**src/rtl/fpu_pkg.sv**
```systemverilog
// Shared FPU constants, exception-flag bit positions and the widening-converter state type.
package fpu_pkg;

    localparam int SP_BIAS  = 127;
    localparam int DP_BIAS  = 1023;
    localparam int SP_EXP_W = 8;
    localparam int SP_MAN_W = 23;
    localparam int DP_EXP_W = 11;
    localparam int DP_MAN_W = 52;

    localparam logic [63:0]         DP_CANON_NAN = 64'h7FF8_0000_0000_0000;
    localparam logic [DP_EXP_W-1:0] DP_INF_EXP   = 11'h7FF;
    localparam logic [DP_EXP_W-1:0] EXP_REBIAS   = 11'(DP_BIAS - SP_BIAS);

    localparam int FFLAG_NV = 4;
    localparam int FFLAG_DZ = 3;
    localparam int FFLAG_OF = 2;
    localparam int FFLAG_UF = 1;
    localparam int FFLAG_NX = 0;

    typedef enum logic [1:0] {
        ST_IDLE = 2'd0,
        ST_NORM = 2'd1,
        ST_OUT  = 2'd2
    } cvt_state_e;

    function automatic logic [DP_EXP_W-1:0] sp_to_dp_exp(input logic [SP_EXP_W-1:0] e);
        return {3'd0, e} + EXP_REBIAS;
    endfunction

endpackage

```
**src/rtl/fp32_classify.sv**
```systemverilog
// Combinational binary32 operand classifier; exactly one class output is high for any operand.
module fp32_classify (
    input  logic [31:0] op,
    output logic        is_zero,
    output logic        is_sub,
    output logic        is_norm,
    output logic        is_inf,
    output logic        is_snan,
    output logic        is_qnan
);

    logic exp_zero_s;
    logic exp_ones_s;
    logic man_zero_s;

    assign exp_zero_s = (op[30:23] == 8'h00);
    assign exp_ones_s = (op[30:23] == 8'hFF);
    assign man_zero_s = (op[22:0] == 23'd0);

    assign is_zero = exp_zero_s & man_zero_s;
    assign is_sub  = exp_zero_s & ~man_zero_s;
    assign is_norm = ~exp_zero_s & ~exp_ones_s;
    assign is_inf  = exp_ones_s & man_zero_s;
    assign is_snan = exp_ones_s & ~man_zero_s & ~op[22];
    assign is_qnan = exp_ones_s & op[22];

endmodule

```
**src/rtl/fcvt_s_to_d_seq.sv**
```systemverilog
// Sequential binary32 -> binary64 widening converter (FCVT.D.S) with valid/ready on both sides.
// Optional NaN-box validation of in_data[63:32] is enabled by defining FCVT_NANBOX_CHECK_EN.
module fcvt_s_to_d_seq
    import fpu_pkg::*;
#(
    parameter int TAG_WIDTH = 5
) (
    input  logic                 clk,
    input  logic                 rst_n,
    input  logic                 in_valid,
    output logic                 in_ready,
    input  logic [63:0]          in_data,
    input  logic [TAG_WIDTH-1:0] in_tag,
    output logic                 out_valid,
    input  logic                 out_ready,
    output logic [63:0]          out_data,
    output logic [TAG_WIDTH-1:0] out_tag,
    output logic [4:0]           out_fflags
);

    cvt_state_e             state_r;
    cvt_state_e             state_nxt_s;
    logic [22:0]            sh_r;
    logic [4:0]             k_r;
    logic                   sign_r;
    logic [63:0]            out_data_r;
    logic [TAG_WIDTH-1:0]   out_tag_r;
    logic [4:0]             out_fflags_r;

    logic                   is_zero_s, is_sub_s, is_norm_s, is_inf_s, is_snan_s, is_qnan_s;
    logic                   box_bad_s;
    logic                   accept_s;
    logic                   go_norm_s;
    logic [23:0]            sh_nxt_s;
    logic [63:0]            res_data_s;
    logic [4:0]             res_flags_s;

    fp32_classify u_classify (
        .op      (in_data[31:0]),
        .is_zero (is_zero_s),
        .is_sub  (is_sub_s),
        .is_norm (is_norm_s),
        .is_inf  (is_inf_s),
        .is_snan (is_snan_s),
        .is_qnan (is_qnan_s)
    );

`ifdef FCVT_NANBOX_CHECK_EN
    assign box_bad_s = (in_data[63:32] != 32'hFFFF_FFFF);
`else
    logic nanbox_unused_s;
    assign nanbox_unused_s = ^in_data[63:32];
    assign box_bad_s       = 1'b0;
`endif

    assign in_ready  = (state_r == ST_IDLE) | ((state_r == ST_OUT) & out_ready);
    assign accept_s  = in_valid & in_ready;
    assign go_norm_s = is_sub_s & ~box_bad_s;
    // The shift register holds F without its always-zero top bit; bit 23 of the next value is the hidden 1.
    assign sh_nxt_s  = {sh_r, 1'b0};

    assign out_valid  = (state_r == ST_OUT);
    assign out_data   = out_data_r;
    assign out_tag    = out_tag_r;
    assign out_fflags = out_fflags_r;

    // Single-cycle result for every class except subnormal.
    always_comb begin
        res_data_s  = 64'd0;
        res_flags_s = 5'd0;
        if (box_bad_s) begin
            res_data_s = DP_CANON_NAN;
        end else if (is_snan_s | is_qnan_s) begin
            res_data_s            = DP_CANON_NAN;
            res_flags_s[FFLAG_NV] = is_snan_s;
        end else if (is_inf_s) begin
            res_data_s = {in_data[31], DP_INF_EXP, 52'd0};
        end else if (is_norm_s) begin
            res_data_s = {in_data[31], sp_to_dp_exp(in_data[30:23]), in_data[22:0], 29'd0};
        end else if (is_zero_s) begin
            res_data_s = {in_data[31], 63'd0};
        end else begin
            res_data_s = 64'd0;
        end
    end

    // Next-state logic.
    always_comb begin
        state_nxt_s = state_r;
        case (state_r)
            ST_IDLE: begin
                if (accept_s) state_nxt_s = go_norm_s ? ST_NORM : ST_OUT;
                else          state_nxt_s = ST_IDLE;
            end
            ST_NORM: begin
                if (sh_nxt_s[23]) state_nxt_s = ST_OUT;
                else              state_nxt_s = ST_NORM;
            end
            ST_OUT: begin
                if (accept_s)       state_nxt_s = go_norm_s ? ST_NORM : ST_OUT;
                else if (out_ready) state_nxt_s = ST_IDLE;
                else                state_nxt_s = ST_OUT;
            end
            default: state_nxt_s = ST_IDLE;
        endcase
    end

    // State register.
    always_ff @(posedge clk or negedge rst_n) begin
        if (!rst_n) state_r <= ST_IDLE;
        else        state_r <= state_nxt_s;
    end

    // Datapath: capture on accept, normalise subnormals one bit per cycle, hold result while stalled.
    always_ff @(posedge clk or negedge rst_n) begin
        if (!rst_n) begin
            sh_r         <= 23'd0;
            k_r          <= 5'd0;
            sign_r       <= 1'b0;
            out_data_r   <= 64'd0;
            out_tag_r    <= '0;
            out_fflags_r <= 5'd0;
        end else if (accept_s) begin
            out_tag_r <= in_tag;
            if (go_norm_s) begin
                sign_r <= in_data[31];
                sh_r   <= in_data[22:0];
                k_r    <= 5'd0;
            end else begin
                out_data_r   <= res_data_s;
                out_fflags_r <= res_flags_s;
            end
        end else if (state_r == ST_NORM) begin
            sh_r <= sh_nxt_s[22:0];
            k_r  <= k_r + 5'd1;
            // Exponent 897-(k_r+1) after this shift, i.e. 896-k_r.
            if (sh_nxt_s[23]) begin
                out_data_r   <= {sign_r, EXP_REBIAS - {6'd0, k_r}, sh_nxt_s[22:0], 29'd0};
                out_fflags_r <= 5'd0;
            end
        end
    end

endmodule

```
**config.mk**
```make
export PLATFORM = sky130hd
export DESIGN_NAME = fcvt_s_to_d_seq
export DESIGN_NICKNAME = d
export VERILOG_FILES = /design/src/rtl/fpu_pkg.sv /design/src/rtl/fp32_classify.sv /design/src/rtl/fcvt_s_to_d_seq.sv
export SDC_FILE = /design/constraint.sdc
export NUM_CORES = 1
export LEC_CHECK = 0
export BUFFER_PORTS_ARGS = -buffer_cell sky130_fd_sc_hd__buf_2
export CAP_MARGIN = 5
export CELL_PAD_IN_SITES_DETAIL_PLACEMENT = 0
export CELL_PAD_IN_SITES_GLOBAL_PLACEMENT = 1
export CORE_MARGIN = 2
export CORE_UTILIZATION = 33
export DETAILED_ROUTE_END_ITERATION = 12
export PLACE_DENSITY = 0.76
export SYNTH_ARGS = -nofsm -noshare
export SYNTH_HDL_FRONTEND = slang
export SYNTH_HIERARCHICAL = 1
export SYNTH_SLANG_ARGS = --single-unit
```
**constraint.sdc**
```tcl
create_clock -name clk -period 1.47 [get_ports clk]
set_input_delay 0.2205 -clock clk [delete_from_list [all_inputs] [get_ports clk]]
set_output_delay 0.2205 -clock clk [all_outputs]
set_load 0.05 [all_outputs]
```
**Word level (Yosys, flattened, before mapping)**

Index checks and enable logic that the tools add are counted.

- Bits of input ports: 73
- Register bits after elaboration: 105
- Output and inout port bits: 76

- Reductions and logical operators: 8
- Equal/unequal tests: 5
- Bitwise operators: 15
- Mux-type cells: 25
- Add/sub/neg operators: 3

Operator list:

| kind | number |
|---|---|
| 2-to-1 mux 64 bit | 8 |
| 2-to-1 mux 23 bit | 3 |
| 2-to-1 mux 5 bit | 7 |
| zero test 23 bit | 1 |
| adder 8 x 10 -> 11 bit (second input constant) | 1 |
| subtractor 10 x 5 -> 11 bit (first input constant) | 1 |
| 2-to-1 mux 2 bit | 5 |
| bitwise AND 1 bit | 9 |
| equality test 8 bit (second input constant) | 1 |
| zero test 8 bit | 1 |
| one-hot mux 2 bit (3 select lines) | 1 |
| adder 5 x 1 -> 5 bit (second input constant) | 1 |
| inverter 1 bit | 4 |
| AND reduction 2 bit | 2 |
| nonzero test 2 bit | 2 |
| AND reduction 3 bit | 1 |
| equality test 2 x 1 -> 1 bit (second input constant) | 1 |
| equality test 2 bit (second input constant) | 1 |
| zero test 2 bit | 1 |
| inequality test 2 x 1 -> 1 bit (second input constant) | 1 |
| inequality test 2 bit (second input constant) | 1 |
| bitwise OR 1 bit | 2 |
| 2-to-1 mux 1 bit | 1 |

**Depth between registers and ports, before layout**

Gate-level depths: netlist of run 1.

- Depth in word-level cells: 8
- Depth in mapped cells: 9
- Gate-level depth less buffers: 7

**Modules after synthesis**

The synthesis of run 1 kept the hierarchy.

By module, submodules not included:

| module | instances | area an instance (um2) | sequential area each (um2) | cells each |
|---|---|---|---|---|
| fcvt_s_to_d_seq | 1 | 3678.5 | 1776.7 | 377 |
| fp32_classify | 1 | 138.9 | 0.0 | 20 |

**Worst setup path after synthesis of run 1**

No wires, ideal clock.

- Path type: input -> register
- From: input port in_data[4]
- To: register out_data_r[54] (netlist: out_data[54])
- Data required time: 1.345 ns
- Stages on the path: 8
- Arrival time: 2.093 ns
- Buffers on the path: 1
- Path slack: -0.748 ns
- Library setup time: 0.125 ns
- Cells stage by stage: or4_4 -> nor2_4 -> a2111oi_0 -> or3_1 -> clkbuf_1 -> a2111oi_2 -> a21oi_1 -> mux2_2

- Cells in the longest elaborated chain, start to end: 8
- Elaborated cells between the ends (all ways): 13
- Classes of those cells: eq/ne (1); mux (4); bitwise (6); reduce/logical (2)

Ends and longest elaborated chain:

| element | line | text |
|---|---|---|
| start: declaration | fcvt_s_to_d_seq.sv:12 | `input logic [63:0] in_data,` |
| zero test 23 bit | fp32_classify.sv:18 | `assign man_zero_s = (op[22:0] == 23'd0);` |
| inverter 1 bit | fp32_classify.sv:24 | `assign is_snan = exp_ones_s & ~man_zero_s & ~op[22];` |
| bitwise AND 1 bit (2 in series) | fp32_classify.sv:24 |  |
| via is_snan_s | fcvt_s_to_d_seq.sv:30 | `logic is_zero_s, is_sub_s, is_norm_s, is_inf_s, is_snan_s, is_qnan_s;` |
| bitwise OR 1 bit | fcvt_s_to_d_seq.sv:73 | `end else if (is_snan_s \| is_qnan_s) begin` |
| 2-to-1 mux 64 bit | fcvt_s_to_d_seq.sv:73 |  |
| 2-to-1 mux 64 bit | fcvt_s_to_d_seq.sv:125 | `if (go_norm_s) begin` |
| 2-to-1 mux 64 bit | fcvt_s_to_d_seq.sv:123 | `end else if (accept_s) begin` |
| end signal: assignment | fcvt_s_to_d_seq.sv:130 | `out_data_r <= res_data_s;` |
| end signal: assignment | fcvt_s_to_d_seq.sv:138 | `out_data_r <= {sign_r, EXP_REBIAS - {6'd0, k_r}, sh_nxt_s[22:0], 29'd0};` |
| end: declaration | fcvt_s_to_d_seq.sv:26 | `logic [63:0] out_data_r;` |

The timed path passes the listed nets, and every way through them passes these cells. The select of a mux whose other input is x is not followed.
A chain may end at the register's enable or synchronous reset.

**Final worst setup path of run 1**

- From: input port in_data[8]
- To: register out_data_r[31] (netlist: out_data[31])

The elaborated chain is that of the path after synthesis.

==> results of run 1 <==
-- Yosys cell counts, drive strengths merged --
cell type | number | area share, %
nand4 | 5 | 0.82
a22oi | 22 | 4.3
dfrtp | 71 | 47
nor3 | 6 | 0.92
a221oi | 21 | 7.3
nand2 | 76 | 7.5
o22ai | 1 | 0.16
o31ai | 9 | 2.3
o31a | 2 | 0.46
a31oi | 3 | 0.49
a32o | 1 | 0.26
nand2b | 2 | 0.52
conb | 1 | 0.098
o21ai | 4 | 0.52
or4 | 2 | 0.59
buf | 51 | 10
ha | 2 | 0.66
a21oi | 9 | 1.2
or2 | 1 | 0.16
nand3 | 2 | 0.26
and3 | 1 | 0.16
clkbuf | 9 | 0.88
a211oi | 5 | 0.98
and2 | 1 | 0.16
a2111oi | 2 | 0.62
nand3b | 2 | 0.39
or4b | 1 | 0.26
inv | 5 | 0.49
a21o | 1 | 0.20
and4 | 2 | 0.46
xor2 | 5 | 1.1
mux2 | 3 | 0.88
nor2 | 56 | 5.7
a22o | 2 | 0.46
mux2i | 1 | 0.26
nor4 | 5 | 0.82
or3 | 2 | 0.33
nor2b | 3 | 0.49
-- layout make-up --
cell class / instances / area, um2
clock buffer: 9 / 225.2
clock inverter: 7 / 121.4
fill: 1019 / 5664
inverter: 5 / 21.27
multi-input combinational: 293 / 2032
sequential: 71 / 1777
tap: 143 / 178.9
timing repair buffer: 181 / 1350
-- through the flow --
step	setup slack, ps	hold slack (ps)	total power, W	area (um2)
finish	-578.7	79.46	0.006614	5705
global route	-614.2	85.39	0.006860	5705
CTS	-526.0	73.13	0.006633	5600
detailed placement	-1030	292.7	0.003963	4797
global placement	-1049	274.1	0.003939	4797
floorplan	-646.1	-75.09	0.003510	3964
-- logic make-up (layout without fill, tap and decap cells) --
logic type,after synthesis,in the layout,synth area share [%]
AND/OR/NAND/NOR,167,167,19.53
multiplexers,4,4,1.147
buffers and inverters,65,202,11.67
XOR/XNOR,5,5,1.147
AO/OA/AOI/OAI,82,82,19.21
other,1,33,0.09823
adder cells (fa/ha/maj),2,2,0.6554
flip-flops,71,71,46.54
-- sequential cells by signal, indices dropped and copies added (netlist names) --
name / flops
out_data: 34
sh_r: 23
k_r: 5
out_tag: 5
state_r: 2
out_fflags: 1
sign_r: 1
-- worst register-to-register path, stage by stage, from the launching register on --
cell                       delay (ps)
sky130_fd_sc_hd__dfrtp_1          390
sky130_fd_sc_hd__nand2b_4         160
sky130_fd_sc_hd__or2_2            380
sky130_fd_sc_hd__buf_4            240
sky130_fd_sc_hd__a221oi_2         320
sky130_fd_sc_hd__nor2_1            70
-- layer usage --
metal	up-vias	global-route usage [%]	share of wire, %
li1	1671	-	-
met1	1718	25.36	46
met2	114	29.51	48
met3	19	2.613	4.3
met4	0	6.420	2.2
met5	-	0	0
-- how the worst max path moves through the flow --
stage	start	to	depth (start not counted)
floorplan	in_data[4]	out_data[54]$_DFFE_PN0P_	8
global placement	in_data[16]	out_data[32]$_DFFE_PN0P_	9
detailed placement	in_data[16]	out_data[39]$_DFFE_PN0P_	9
CTS	in_data[8]	out_data[31]$_DFFE_PN0P_	10
global route	in_data[8]	out_data[44]$_DFFE_PN0P_	10
finish	in_data[8]	out_data[31]$_DFFE_PN0P_	10
-- power groups by stage --
stage | logic (W) | clock network [W] | registers (W)
floorplan | 0.000684 | 0 | 0.00283
global placement | 0.00164 | 0 | 0.00230
detailed placement | 0.00165 | 0 | 0.00231
CTS | 0.00178 | 0.00257 | 0.00228
global route | 0.00191 | 0.00264 | 0.00231
finish | 0.00181 | 0.00252 | 0.00228
-- layout by cell type (no fill, tap or decap), types with 5 or more instances in the layout --
cell type,instances
sky130_fd_sc_hd__conb_1,33
sky130_fd_sc_hd__nand2_1,75
sky130_fd_sc_hd__buf_12,7
sky130_fd_sc_hd__clkbuf_16,9
sky130_fd_sc_hd__dfrtp_1,71
sky130_fd_sc_hd__buf_6,13
sky130_fd_sc_hd__nor2_1,53
sky130_fd_sc_hd__a21oi_1,5
sky130_fd_sc_hd__a22oi_2,5
sky130_fd_sc_hd__buf_2,79
sky130_fd_sc_hd__buf_4,76
sky130_fd_sc_hd__xor2_1,5
sky130_fd_sc_hd__a22oi_1,17
sky130_fd_sc_hd__a221oi_2,20
sky130_fd_sc_hd__nand4_1,5
-- timing repair --
action                     CTS  global route
setup endpoints to repair   73            67
hold endpoints to repair    71             0
hold buffers                 1             0
pin swaps                   10            10
resized for setup           64            19
cloned                       3             0
buffers inserted            15             4
==> impl_metrics.py, run 1 <==
metrics = {
    "status": {
        "run_status": "complete, but fails checks",
        "violations": "setup timing",
    },
    "clocking": {
        "clk-insertion-delay-late_ps": 340,
        "cts_inserted_buffers": 9,
        "tritoncts": "built",
        "clkSlewWorstSetupHoldPaths_ps": 60,
        "clk_root_buffer_cell": "sky130_fd_sc_hd__clkbuf_16",
        "cts.htree.levels": 3,
        "clk_path_buf_depth": 2,
        "number_of_clock_sinks": 71,
    },
    "power_and_ir_drop": {
        "cell_internal_pwr_w": 0.004356,
        "clock_network_fraction_of_total_power_pct": 38.1,
        "comb_power_share_pct": 27.4,
        "vdd_ir_drop_max_mv": 0.8091,
        "power-per-cell-area_mw_per_mm2": 1159,
        "cellLeakagePower_nw": 2.790,
        "total_switching_power_w": 0.002259,
        "p_seq_share_pct": 34.5,
        "switching_share_pct": 34.15,
    },
    "timing": {
        "unrepaired_setup_endpoints_after_global_routing": "yes",
        "slew_viol_final": 0,
        "clock.fmax_ghz": 0.4881,
        "fin_crit_sh_pct": 139.4,
        "setup_viol": 66,
        "timing.final.hold_violations": 0,
        "totalNegativeSetupSlack_ps": -26210,
        "fin_crit_ps": 2049,
        "worst_setup_skew_after_layout_ps": 7.352,
        "layout_setup_ws_ps": -578.7,
    },
    "global_routing": {
        "grt.total_usage_pct": 18.31,
        "grt_remaining_overflow": 0,
        "antenna_found_initial": 0,
        "grt_first_pass_wirelength_um": 18490,
        "via_count_of_the_first_global_routing_pass": 3601,
        "grt_start_max_net_pins": 72,
    },
    "placed_design": {
        "port_buffers": 83,
        "gpl.final_weighted_congestion": 0.8413,
        "post_detail_place_hpwl_um": 7723,
        "numPlacedInstances": 674,
    },
    "route": {
        "detailedRoute.firstPassIterationCount": 4,
        "via_count": 3522,
        "drt_wl_total_um": 11270,
        "initial_drc_count": 147,
        "vias_per_cell": 4.968,
        "final_antenna_net_count": 0,
        "detail_route.wl_per_cell_um": 15.90,
        "detail_route.drc_violations": 0,
    },
    "setup_path": {
        "timing.critical_path.slowest_stage_cell": "sky130_fd_sc_hd__or4_4",
        "worst_r2r_startpoint": "state_r[0]$_DFF_PN0_",
        "critPathKind": "in2reg",
        "endpoint_of_the_worst_register_to_register_path": "out_data[31]$_DFFE_PN0P_",
        "worst_setup_path_start_kind": "primary input",
        "crit_required_ps": 1730,
        "largest_incremental_delay_on_the_critical_path_ps": 540,
        "cp-end-kind": "register",
        "worstPathBufferInverterCount": 3,
        "worstPathMaxFanout": 6,
        "crit_path_frequent_cell": "sky130_fd_sc_hd__buf_6",
        "cp_cell_sequence": "buf_6 > or4_4 > nor2_4 > a2111oi_4 > or4b_4 > nor3_4 > buf_6 > buf_8 > a221oi_2 > nor2_1",
        "setup.reg_to_reg.worst_slack_ps": -200,
        "path_delay_family": "simple AND/OR/NAND/NOR gates",
        "critical_path_arrival_ps": 2310,
        "reg2regPathDepth": 5,
    },
    "floorplanning": {
        "start_util_pct": 33.58,
        "die_w_um": 111.6,
        "floorplan.rows": 39,
        "pin_count": 149,
        "chipHeight_um": 111.6,
        "die_area_mm2": 0.01244,
        "core-area_mm2": 0.01137,
    },
    "synth": {
        "synth.ff_latch_count": 71,
        "synth-warning-count": 6,
        "cells_after_synthesis": 397,
        "synthesis.area_per_instance_um2": 9.616,
        "netlist_area_mm2": 0.003817,
        "netlist-cell-type-count": 47,
        "yosysSeqAreaShare_pct": 46.54,
    },
    "min_path": {
        "worstHoldEndpoint": "out_tag[1]$_DFFE_PN0P_",
        "worstHoldPathType": "in2reg",
        "hold_depth": 3,
        "hold_path_startpoint": "in_tag[1]",
    },
    "layout": {
        "final_core_util_pct": 50.18,
        "layoutNonFillerInstCount": 709,
        "number_of_antenna_cells_inserted": 0,
        "area_growth_syn_to_layout_pct": 49.46,
        "drive_above_1_share_pct": 46.82,
        "finish.net_count": 636,
    },
    "job": {
        "cap_viol_max_count": 0,
    },
}
Power figures use the tool's default switching activity.
==> run 2: changes to the inputs <==
- BUFFER_PORTS_ARGS: -buffer_cell sky130_fd_sc_hd__buf_2 -> unset
- CORE_UTILIZATION: 33 -> 42
- DONT_BUFFER_PORTS: unset -> 1
- PLACE_DENSITY: 0.76 -> 0.74
==> run 2 against run 1 <==
The flow finishes with violations (hold timing, setup timing). Via count is 7.7% lower. Critical path depth is 1 lower. Clock power is 36% lower. Non-clock buffer count is 92 lower. Die area is 21% lower. Sequential share of layout area is 4.3 points higher. Cell count is 18% lower. Worst hold slack worse by 510 ps. Global-route usage is 2.3 points higher. Design area is 12% lower. Register-to-register slack worse by 20 ps. Setup slack better by 140 ps. Critical path type unchanged. Largest cell class unchanged.
==> impl_metrics.py, run 2 (synthesis results as in run 1) <==
metrics = {
    "status": {
        "run_status": "complete, but fails checks",
        "violations": "hold timing, setup timing",
    },
    "floorplanning": {
        "die_area_mm2": 0.009867,
        "start_util_pct": 43.56,
        "chipHeight_um": 99.34,
        "die_w_um": 99.34,
        "floorplan.rows": 34,
        "core-area_mm2": 0.008763,
        "pin_count": 149,
    },
    "setup_path": {
        "critical_path_arrival_ps": 2170,
        "endpoint_of_the_worst_register_to_register_path": "out_data[53]$_DFFE_PN0P_",
        "worstPathMaxFanout": 5,
        "worst_setup_path_endpoint": "out_data[38]$_DFFE_PN0P_",
        "worst_r2r_startpoint": "state_r[1]$_DFF_PN0_",
        "reg2regPathDepth": 6,
        "cp-startpoint": "in_data[4]",
        "setup.reg_to_reg.worst_slack_ps": -220,
        "cp-end-kind": "register",
        "critPathKind": "in2reg",
        "worst_setup_path_start_kind": "primary input",
        "crit_required_ps": 1730,
    },
    "min_path": {
        "worstHoldPathType": "in2async",
    },
    "global_routing": {
        "grt_start_max_net_pins": 72,
        "grt.total_usage_pct": 20.57,
        "via_count_of_the_first_global_routing_pass": 3063,
        "antenna_found_initial": 0,
        "grt_remaining_overflow": 0,
        "grt_first_pass_wirelength_um": 16190,
    },
    "placed_design": {
        "post_detail_place_hpwl_um": 6834,
        "gpl.final_weighted_congestion": 0.8201,
        "port_buffers": 0,
        "pre_cts_slack_ps": -870.7,
        "dpl_cell_area_mm2": 0.004135,
    },
    "layout": {
        "layout.cells.most_common": "sky130_fd_sc_hd__dfrtp_1",
        "largest_register_ffs": 34,
        "area_growth_syn_to_layout_pct": 31.17,
        "finish.net_count": 544,
        "final_cell_mix": "sky130_fd_sc_hd__dfrtp_1 (71), sky130_fd_sc_hd__nand2_1 (68), sky130_fd_sc_hd__nor2_1 (52)",
        "filler_cell_count": 751,
        "drive_above_1_share_pct": 34.18,
        "final_core_util_pct": 57.14,
        "fin_area_mm2": 0.005007,
        "number_of_antenna_cells_inserted": 0,
    },
    "timing": {
        "setup_viol": 65,
        "fin_crit_ps": 1910,
        "slew_viol_final": 0,
        "clock.fmax_ghz": 0.5237,
        "timing.final.hold_violations": 71,
        "fin_crit_sh_pct": 129.9,
        "totalNegativeSetupSlack_ps": -15610,
        "slew_headroom_pct": 64.58,
        "unrepaired_setup_endpoints_after_global_routing": "yes",
        "worst_setup_skew_after_layout_ps": 9.763,
        "holdWs_ps": -433.5,
        "worst_slew_pin_slew_ps": 531.4,
        "layout_setup_ws_ps": -439.6,
    },
    "clocking": {
        "clk-insertion-delay-late_ps": 350,
        "tritoncts": "built",
        "cts_inserted_buffers": 9,
        "clk_path_buf_depth": 2,
        "clk_root_buffer_cell": "sky130_fd_sc_hd__clkbuf_8",
        "cts_hold_buf": 7,
        "cts.htree.levels": 3,
        "clkSlewWorstSetupHoldPaths_ps": 70,
        "number_of_clock_sinks": 71,
    },
    "route": {
        "final_antenna_net_count": 0,
        "initial_drc_count": 149,
        "drt_wl_total_um": 10670,
        "detailedRoute.firstPassIterationCount": 4,
        "detail_route.drc_violations": 0,
        "detail_route.wl_per_cell_um": 18.34,
        "via_count": 3251,
        "vias_per_cell": 5.586,
    },
    "job": {
        "cap_viol_max_count": 0,
    },
    "power_and_ir_drop": {
        "power-per-cell-area_mw_per_mm2": 1093,
        "vdd_ir_drop_max_mv": 0.4796,
        "cellLeakagePower_nw": 2.354,
    },
}
run 2: worst min-delay path by stage:
stage | from | slack, ps | endpoint
after CTS | rst_n | -440 | out_data[34]$_DFFE_PN0P_
final | rst_n | -430 | out_tag[1]$_DFFE_PN0P_
after floorplan | rst_n | -80 | k_r[0]$_DFFE_PN0P_
after global placement | rst_n | -70 | out_tag[1]$_DFFE_PN0P_
after global routing | rst_n | -450 | out_tag[1]$_DFFE_PN0P_
after detailed placement | rst_n | -70 | out_tag[1]$_DFFE_PN0P_
run 2: per-stage QoR:
step / hold slack, ps / instances / power (W)
finish: -433.5 / 582 / 0.005473
detailed placement: -73.24 / 534 / 0.003658
global placement: -72.78 / 534 / 0.003640
global route: -451.5 / 582 / 0.005696
CTS: -444.6 / 571 / 0.005400
floorplan: -75.09 / 429 / 0.003510
run 2: timing repair:
| item | in CTS | in global routing |
|---|---|---|
| gates resized for setup | 36 | 50 |
| setup buffers | 9 | 10 |
| endpoints found under the hold margin | 78 | 71 |
| cloned | 5 | 4 |
| setup endpoints to repair | 67 | 72 |
| pin swaps | 2 | 11 |
run 2: worst max-delay path: stages:
cell and delay (ps):
sky130_fd_sc_hd__or4_4 530, sky130_fd_sc_hd__nor2_4 170, sky130_fd_sc_hd__a2111oi_4 100, sky130_fd_sc_hd__or4b_4 540, sky130_fd_sc_hd__nor3_4 150, sky130_fd_sc_hd__buf_6 150, sky130_fd_sc_hd__buf_6 130, sky130_fd_sc_hd__a221oi_2 60
sky130_fd_sc_hd__nor2_1 120
run 2: metal layers:
| metal | GRT usage [%] | routed length (um) |
|---|---|---|
| met1 | 28.23 | 4493 |
| met2 | 32.12 | 5149 |
| met3 | 6.535 | 889 |
| met4 | 4.531 | 139 |
| met5 | 0 | 0 |
run 2: area by class of cell:
class | count | area (um2) | share of cell area [%]
multi-input cells | 293 | 1958 | 39.11
flip-flops and latches | 71 | 1777 | 35.48
repair buffers | 89 | 909.6 | 18.17
clock buffers | 13 | 168.9 | 3.373
well taps | 108 | 135.1 | 2.699
clock inverters | 3 | 40.04 | 0.7996
inverters | 5 | 18.77 | 0.3748
run 2: power by group:
part / switching (W) / internal (W) / total (W) / leakage, nW
logic: 0.000668 / 0.000436 / 0.00110 / 1.36
clock network: 0.000703 / 0.000919 / 0.00162 / 0.109
registers: 0.000611 / 0.00214 / 0.00275 / 0.880
